**src/rtl/vmac_pkg.sv**
```systemverilog
// Shared types and constants for the vector MAC transmit path.
// Beat layout is 16 byte lanes on a fixed 128-bit bus; lane i sits at bits [8i+7:8i].
package vmac_pkg;

    localparam int BUSW       = 128;
    localparam int BYTE_W     = 8;
    localparam int LANE_MAX   = 16;
    localparam int LANE_IDX_W = $clog2(LANE_MAX);

    typedef logic [LANE_MAX-1:0][BYTE_W-1:0] beat_t;

    typedef enum logic {
        FILL = 1'b0,
        GAP  = 1'b1
    } pack_state_e;

    function automatic int beats_per_vec(input int elems, input int lanes);
        return (elems + lanes - 1) / lanes;
    endfunction

endpackage

```
**src/rtl/lane_stager.sv**
```systemverilog
// Byte-addressed A/B staging register; cur_a/cur_b show staged bytes merged with this cycle's write.
// Latency: write visible combinationally on cur_*, registered next edge. No backpressure; clr wins over write.
module lane_stager
    import vmac_pkg::*;
(
    input  logic                  clk,
    input  logic                  rst_n,
    input  logic                  wr_en,
    input  logic [LANE_IDX_W-1:0] wr_lane,
    input  logic [BYTE_W-1:0]     wr_a,
    input  logic [BYTE_W-1:0]     wr_b,
    input  logic                  clr,
    output beat_t                 cur_a,
    output beat_t                 cur_b
);

    beat_t stage_a;
    beat_t stage_b;

    // Merged view lets the closing byte land in the outgoing beat without an extra cycle.
    always_comb begin
        cur_a = stage_a;
        cur_b = stage_b;
        if (wr_en) begin
            cur_a[wr_lane] = wr_a;
            cur_b[wr_lane] = wr_b;
        end
    end

    always_ff @(posedge clk or negedge rst_n) begin
        if (!rst_n) begin
            stage_a <= '0;
            stage_b <= '0;
        end else if (clr) begin
            stage_a <= '0;
            stage_b <= '0;
        end else if (wr_en) begin
            stage_a[wr_lane] <= wr_a;
            stage_b[wr_lane] <= wr_b;
        end
    end

endmodule

```
**src/rtl/vec_beat_packer.sv**
```systemverilog
// Packs INT8 operand pairs into ACTIVE_LANES-wide beats framed as ELEMS-element vectors for the MAC.
// Latency: 1 cycle from the closing acceptance to vec_valid. Backpressure: in_ready low for the one GAP cycle after each vector.
module vec_beat_packer
    import vmac_pkg::*;
#(
    parameter int ELEMS        = 1000,
    parameter int ACTIVE_LANES = 8
)(
    input  logic            clk,
    input  logic            rst_n,
    input  logic            in_valid,
    output logic            in_ready,
    input  logic [7:0]      in_a,
    input  logic [7:0]      in_b,
    input  logic            abort,
    output logic            vec_valid,
    output logic [BUSW-1:0] vec_a,
    output logic [BUSW-1:0] vec_b,
    output logic            vec_done,
    output logic [15:0]     vec_count
);

    localparam int CNT_W = (ELEMS > 1) ? $clog2(ELEMS) : 1;
    localparam logic [CNT_W-1:0]      LAST_ELEM = CNT_W'(ELEMS - 1);
    localparam logic [LANE_IDX_W-1:0] LAST_LANE = LANE_IDX_W'(ACTIVE_LANES - 1);

    pack_state_e state;
    pack_state_e state_nxt;

    logic [LANE_IDX_W-1:0] lane_idx;
    logic [CNT_W-1:0]      elem_cnt;

    logic  accept;
    logic  vec_last;
    logic  beat_close;
    beat_t cur_a;
    beat_t cur_b;

    // Ready depends on state alone; held low while reset is asserted.
    assign in_ready   = rst_n && (state == FILL);
    assign accept     = in_valid && in_ready && !abort;
    assign vec_last   = accept && (elem_cnt == LAST_ELEM);
    assign beat_close = accept && ((lane_idx == LAST_LANE) || (elem_cnt == LAST_ELEM));

    lane_stager u_stager (
        .clk     (clk),
        .rst_n   (rst_n),
        .wr_en   (accept),
        .wr_lane (lane_idx),
        .wr_a    (in_a),
        .wr_b    (in_b),
        .clr     (beat_close || abort),
        .cur_a   (cur_a),
        .cur_b   (cur_b)
    );

    always_ff @(posedge clk or negedge rst_n) begin
        if (!rst_n) begin
            state <= FILL;
        end else begin
            state <= state_nxt;
        end
    end

    always_comb begin
        state_nxt = state;
        case (state)
            FILL:    if (vec_last) state_nxt = GAP;
            GAP:     state_nxt = FILL;
            default: state_nxt = FILL;
        endcase
        if (abort) begin
            state_nxt = FILL;
        end
    end

    always_ff @(posedge clk or negedge rst_n) begin
        if (!rst_n) begin
            lane_idx <= '0;
            elem_cnt <= '0;
        end else if (abort) begin
            lane_idx <= '0;
            elem_cnt <= '0;
        end else if (accept) begin
            lane_idx <= beat_close ? '0 : lane_idx + LANE_IDX_W'(1);
            elem_cnt <= vec_last   ? '0 : elem_cnt + CNT_W'(1);
        end
    end

    // Bus is driven to zero on every non-beat cycle so idle data never carries stale bytes.
    always_ff @(posedge clk or negedge rst_n) begin
        if (!rst_n) begin
            vec_valid <= 1'b0;
            vec_a     <= '0;
            vec_b     <= '0;
            vec_done  <= 1'b0;
            vec_count <= '0;
        end else begin
            vec_valid <= beat_close;
            vec_a     <= beat_close ? cur_a : '0;
            vec_b     <= beat_close ? cur_b : '0;
            vec_done  <= vec_last;
            if (vec_last) begin
                vec_count <= vec_count + 16'd1;
            end
        end
    end

endmodule

```
**config.mk**
```make
export PLATFORM = sky130hd
export DESIGN_NAME = vec_beat_packer
export DESIGN_NICKNAME = d
export VERILOG_FILES = /design/src/rtl/vmac_pkg.sv /design/src/rtl/lane_stager.sv /design/src/rtl/vec_beat_packer.sv
export SDC_FILE = /design/constraint.sdc
export NUM_CORES = 1
export LEC_CHECK = 0
export ABC_AREA = 0
export CORE_MARGIN = 1
export CORE_UTILIZATION = 50
export DETAILED_ROUTE_END_ITERATION = 10
export HOLD_SLACK_MARGIN = 0.1
export PLACE_DENSITY = 0.7
export SLEW_MARGIN = 40
export SYNTH_ARGS = -nofsm -noshare
export SYNTH_HDL_FRONTEND = slang
export SYNTH_HIERARCHICAL = 1
export SYNTH_SLANG_ARGS = --single-unit
```
**constraint.sdc**
```tcl
create_clock -name clk -period 3.6 [get_ports clk]
set_clock_uncertainty 0.15 [all_clocks]
set_input_delay 0.72 -clock clk [delete_from_list [all_inputs] [get_ports clk]]
set_output_delay 0.72 -clock clk [all_outputs]
set_load 0.01 [all_outputs]
```
After elaboration in Yosys (flattened, before gate mapping)
Cells that the tools add are included.
{ "totals": {"reg_bits": 545} }
{ "op_classes": {"addsub": 3, "n_lt_le_gt_ge": 2, "eq_ne": 2, "n_mux": 19, "n_bitwise": 1, "n_reduce_logical": 10} }
{ "ops": {"columns": ["op", "n"], "rows": [
  ["128-bit two-way mux", 6],
  ["128-bit bitwise mux", 2],
  ["8-bit demux with 4-bit select", 1],
  ["10-bit two-way mux", 3],
  ["16-bit by 1-bit adder with 16-bit output, second input constant", 1],
  ["4-bit two-way mux", 3],
  ["10-bit by 1-bit adder with 10-bit output, second input constant", 1],
  ["10-bit == test, second input constant", 1],
  ["8-bit two-way mux", 1],
  ["1-bit logical AND", 6],
  ["4-bit by 5-bit < comparator with 1-bit output, second input constant", 1],
  ["4-bit by 1-bit adder with 4-bit output, second input constant", 1],
  ["4-bit by 3-bit == test with 1-bit output, second input constant", 1],
  ["4-bit by 1-bit >= comparator with 1-bit output, second input constant", 1],
  ["1-bit logical OR", 2],
  ["1-bit two-way mux", 2],
  ["1-bit one-hot mux with 2 select lines", 1],
  ["2-bit nonzero test", 1],
  ["1-bit zero test", 1],
  ["1-bit NOT", 1]
]} }

Longest topological paths before layout
{ "logic_depth": {"ltp_word": 8, "ltp_mapped": 10} }

Hierarchy
Netlist, hierarchy kept.
{ "modules_own_cells": {"columns": ["module", "instances", "cells_per_inst", "area_each_um2", "seq_area_each_um2"], "rows": [
  ["lane_stager", 1, 1206, 14385.0, 6406.1],
  ["vec_beat_packer", 1, 691, 9815.7, 7231.9]
]} }

Least setup slack after synthesis
No wires, ideal clock.
{ "synth_timing": {"path_type": "input-to-reg", "startpoint": "input port in_valid", "endpoint": "register u_stager/stage_a[103] (netlist name)", "setup_ps": 137, "arrival_ps": 2544, "t_required_ps": 3313, "slack_ps": 769, "stages": 9, "n_path_buf": 4, "path_cell_list": "and3b_1 > nor2_1 > clkbuf_1 > a31oi_1 > clkbuf_1 > clkbuf_1 > nand2b_1 > clkbuf_1 > mux2i_1"} }
{ "synth_via": {"elab_chain_cells": 5, "elab_cells_between_ends": 6, "cone_classes": "mux (2); reduce/logical (4)"} }
{ "synth_rtl": {"columns": ["item", "line", "source"], "rows": [
  ["from (decl)", "vec_beat_packer.sv:11", "input logic in_valid,"],
  ["1-bit logical AND (*) (2 in a row)", "vec_beat_packer.sv:41", "assign accept = in_valid && in_ready && !abort;"],
  ["1-bit logical AND", "vec_beat_packer.sv:43", "assign beat_close = accept && ((lane_idx == LAST_LANE) || (elem_cnt == LAST_ELEM));"],
  ["1-bit logical OR", "vec_beat_packer.sv:52", ".clr (beat_close || abort),"],
  ["128-bit two-way mux (*)", "lane_stager.sv:34", "end else if (clr) begin"],
  ["to (signal, indexed assignment)", "lane_stager.sv:38", "stage_a[wr_lane] <= wr_a;"],
  ["to (decl)", "lane_stager.sv:17", "beat_t stage_a;"]
]} }
Every way passes the cells marked *; elsewhere a longest branch is shown, timed or not.
A chain may end at the register's enable or synchronous reset.

==> results.yml <==
cts:
  clk_pin_slew_ps: 60
  clk_path_buf_depth: 3
  numCtsBuffers: 56
  htreeDepth: 2
  cts_hold_buf: 1
  cts_tree: "built"
  cts_sinks: 545
  cts_setup_buffers: 0
  root_buffer: "clkbuf_16"
  clk_latency_ps: 600
  ctsResizeCount: 0
die:
  die_h_microns: 222
  io_pins: 295
  dieArea_sq_mm: 0.0493
  fp.dieW_microns: 222
  core_area_sq_mm: 0.0477
  std_cell_rows: 80
  initial_utilization_pct: 50.7
synth:
  synth_flop_cell: "dfrtp_1"
  synthCells: 1897
  synthAdderAreaFrac_pct: 0.155
  synth_top_family_by_area: "multiplexers"
  synth_warnings: 6
  yosys_register_bits: 545
  async_reset_ff_share_pct: 100
  syn_area_sq_mm: 0.0242
  synth-xor-area-share_pct: 0.651
  synth-edff-count: 0
  avgSynthCellArea_sq_um: 12.8
  synth_compound_area_share_pct: 1.24
  synth_nets: 1920
  yosys.area_share.simple_pct: 16.1
  ys_types: 49
  yosysSeqAreaShare_pct: 56.4
  muxShareOfSynthArea_pct: 22.3
global_route:
  grt_start_max_net_pins: 143
  gr-total-overflow: 0
  grt_util_all_layers_pct: 25.2
  grt_pass1_wl_mm: 94.7
  antenna_found_initial: 1
  grt_pass1_vias: 15700
timing:
  finalMaxSlewViolations: 0
  fin_ws_ps: 521
  fmax_mhz: 325
  period_share_pct: 85.5
  final-setup-viol-count: 0
  worst_slew_pin_slew_ps: 734
  relSlewSlack_pct: 50.9
  final-hold-violation-count: 0
  rsz0062_at_grt: "false"
  fin_crit_ps: 3080
  whs_ps: 340
  fin_setup_tns_ps: 0
worst_setup_path:
  timing.rr.end: "u_stager/stage_a[79]"
  crit_fanout: 30
  rr_worst_depth: 8
  r2r_slack_ps: 760
  arrival_ps: 3410
  critical_path_class: "primary input to register"
  regToRegStartpoint: "elem_cnt[0]"
  end_kind: "register"
  start_kind: "primary input"
  crit_required_ps: 3930
worst_hold_path:
  hp-class: "register to register"
  min_from: "vec_count[15]"
  min_to: "vec_count[15]"
  whs_path_depth: 1
detailed_routing:
  detail_route.iter0.violations: 1160
  vias: 15100
  ant_nets: 0
  wl_per_cell_microns: 21.8
  drt-vias-per-instance: 5.34
  wl_mm: 61.6
  drc: 0
  drtPass1Iterations: 5
finish:
  areaGrowthSynthToFinish_pct: 22.9
  nNetsFinal: 2188
  fillerInstances: 3690
  insertedDiodeCount: 0
  layout-drive-gt1-share_pct: 19.9
  ff_latch_area_sq_mm: 0.0136
  multi_input_area_sq_mm: 0.00985
pwr:
  pwr-share-clk_pct: 45.7
  powerDensity_mw_per_mm2: 418
  switching_share_pct: 22.4
  p_int_mw: 9.64
  switchingPower_mw: 2.79
  seqPwrFrac_pct: 49.6
  irDropWorstVdd_mv: 0.331
  leakage_nw: 15.3
  comb_power_share_pct: 4.7
placed_design:
  place_ws_ps: 176
  port_buffers: 294
  hpwlAfterDp_mm: 37.8
  gp_congestion: 0.830
run:
  cap_violations: 0
run_status:
  status: "complete, no violations"
## sequential cells by signal, summed over array words and instances (netlist names)
name	flops
vec_b	128
vec_count	16
u_stager/stage_b	128
vec_done	1
vec_a	128
elem_cnt	10
lane_idx	4
u_stager/stage_a	128
state	1
vec_valid	1
## layout by cell type (no fill, tap or decap), types with 9 or more instances in the layout
cell type          n
dfrtp_1          545
clkdlybuf4s50_1  286
and2_1           257
nand2b_1         256
mux2i_1          240
mux2_2           229
clkbuf_16         57
buf_4             53
o21ai_0           39
mux2_4            28
nand2_1           22
nor2b_1           19
clkbuf_1          15
buf_12            14
nand3_1           13
xnor2_1           13
clkbuf_8          13
and4_1             9
## logic make-up (layout without fill, tap and decap cells)
family / after synthesis / in the layout
adder cells (fa/ha/maj): 3 / 3
multiplexers: 497 / 497
AO/OA/AOI/OAI: 53 / 53
AND/OR/NAND/NOR: 622 / 622
flip-flops: 545 / 545
XOR/XNOR: 18 / 18
buffers and inverters: 159 / 467
## power groups by stage
stage          combinational [mW]  sequential, mW  clock (mW)
4_1_cts                     0.602            6.16        5.80
3_5_place_dp                0.600            6.28           0
3_3_place_gp                0.591            6.27           0
6_report                    0.586            6.17        5.68
5_1_grt                     0.638            6.16        6.05
2_1_floorplan               0.237            6.27           0
## worst max-delay path, cell delays in order
cell and delay [ps]:
dlygate4sd3_1 590, buf_8 170, nand4bb_4 120, inv_1 260, nand2_1 170, or4_2 560
buf_4 320, mux2_4 350, and2_1 140
## per-layer routing
metal	up-vias	wire (microns)	GRT usage (%)
li1	6830	-	-
met1	7801	26500	33.4
met2	332	30900	42.6
met3	101	2360	3.54
met4	0	1820	8.74
met5	-	0	0
## how the worst max path moves through the flow
| stage | endpoint | depth (start not counted) | slack (ps) | from |
|---|---|---|---|---|
| CTS | in_ready | 4 | 570 | rst_n |
| global placement | vec_b[11] | 8 | 240 | in_valid |
| global route | vec_a[13] | 9 | 450 | rst_n |
| detailed placement | vec_a[13] | 8 | 180 | in_valid |
| floorplan | u_stager/stage_a[103] | 9 | 770 | in_valid |
| finish | vec_a[13] | 9 | 520 | rst_n |
## Yosys cell counts, types with 2 or more instances
| library cell | number | share of area, % |
|---|---|---|
| nand3_1 | 17 | 0.35 |
| inv_1 | 3 | 0.047 |
| nor2_1 | 6 | 0.093 |
| nand2_1 | 23 | 0.36 |
| or3_1 | 4 | 0.10 |
| and2_1 | 257 | 6.6 |
| mux2i_1 | 240 | 9.9 |
| nor3b_1 | 2 | 0.062 |
| a31oi_1 | 2 | 0.052 |
| o21ai_0 | 39 | 0.81 |
| xor2_1 | 5 | 0.18 |
| mux2_2 | 229 | 11 |
| and4_1 | 9 | 0.33 |
| xnor2_1 | 13 | 0.47 |
| or4_1 | 2 | 0.062 |
| buf_6 | 8 | 0.37 |
| buf_2 | 50 | 1.0 |
| ha_1 | 3 | 0.16 |
| mux2_4 | 28 | 1.7 |
| nand4_1 | 8 | 0.21 |
| dfrtp_1 | 545 | 56 |
| buf_4 | 3 | 0.093 |
| a21oi_1 | 5 | 0.10 |
| clkbuf_2 | 22 | 0.45 |
| nor2b_1 | 19 | 0.49 |
| clkbuf_1 | 73 | 1.1 |
| and3_1 | 4 | 0.10 |
| and3b_1 | 2 | 0.072 |
| nand2b_1 | 256 | 6.6 |
## through the flow
step,cells,cell area [sq um],power (mW),util (%)
floorplan,1897,24200,6.51,-
global route,2820,29700,12.9,62.3
global placement,2719,27900,6.87,58.5
finish,2820,29700,12.4,62.3
detailed placement,2721,27900,6.88,58.5
CTS,2820,29700,12.6,62.3
## area by class of cell
| class | instances | share of cell area, % |
|---|---|---|
| clock buffers | 85 | 5.59 |
| clock inverters | 13 | 0.425 |
| inverters | 3 | 0.0379 |
| multi-input cells | 1193 | 33.1 |
| flip-flops and latches | 545 | 45.9 |
| well taps | 615 | 2.59 |
| repair buffers | 366 | 12.4 |
No activity file was read; power rests on OpenSTA's default activity.
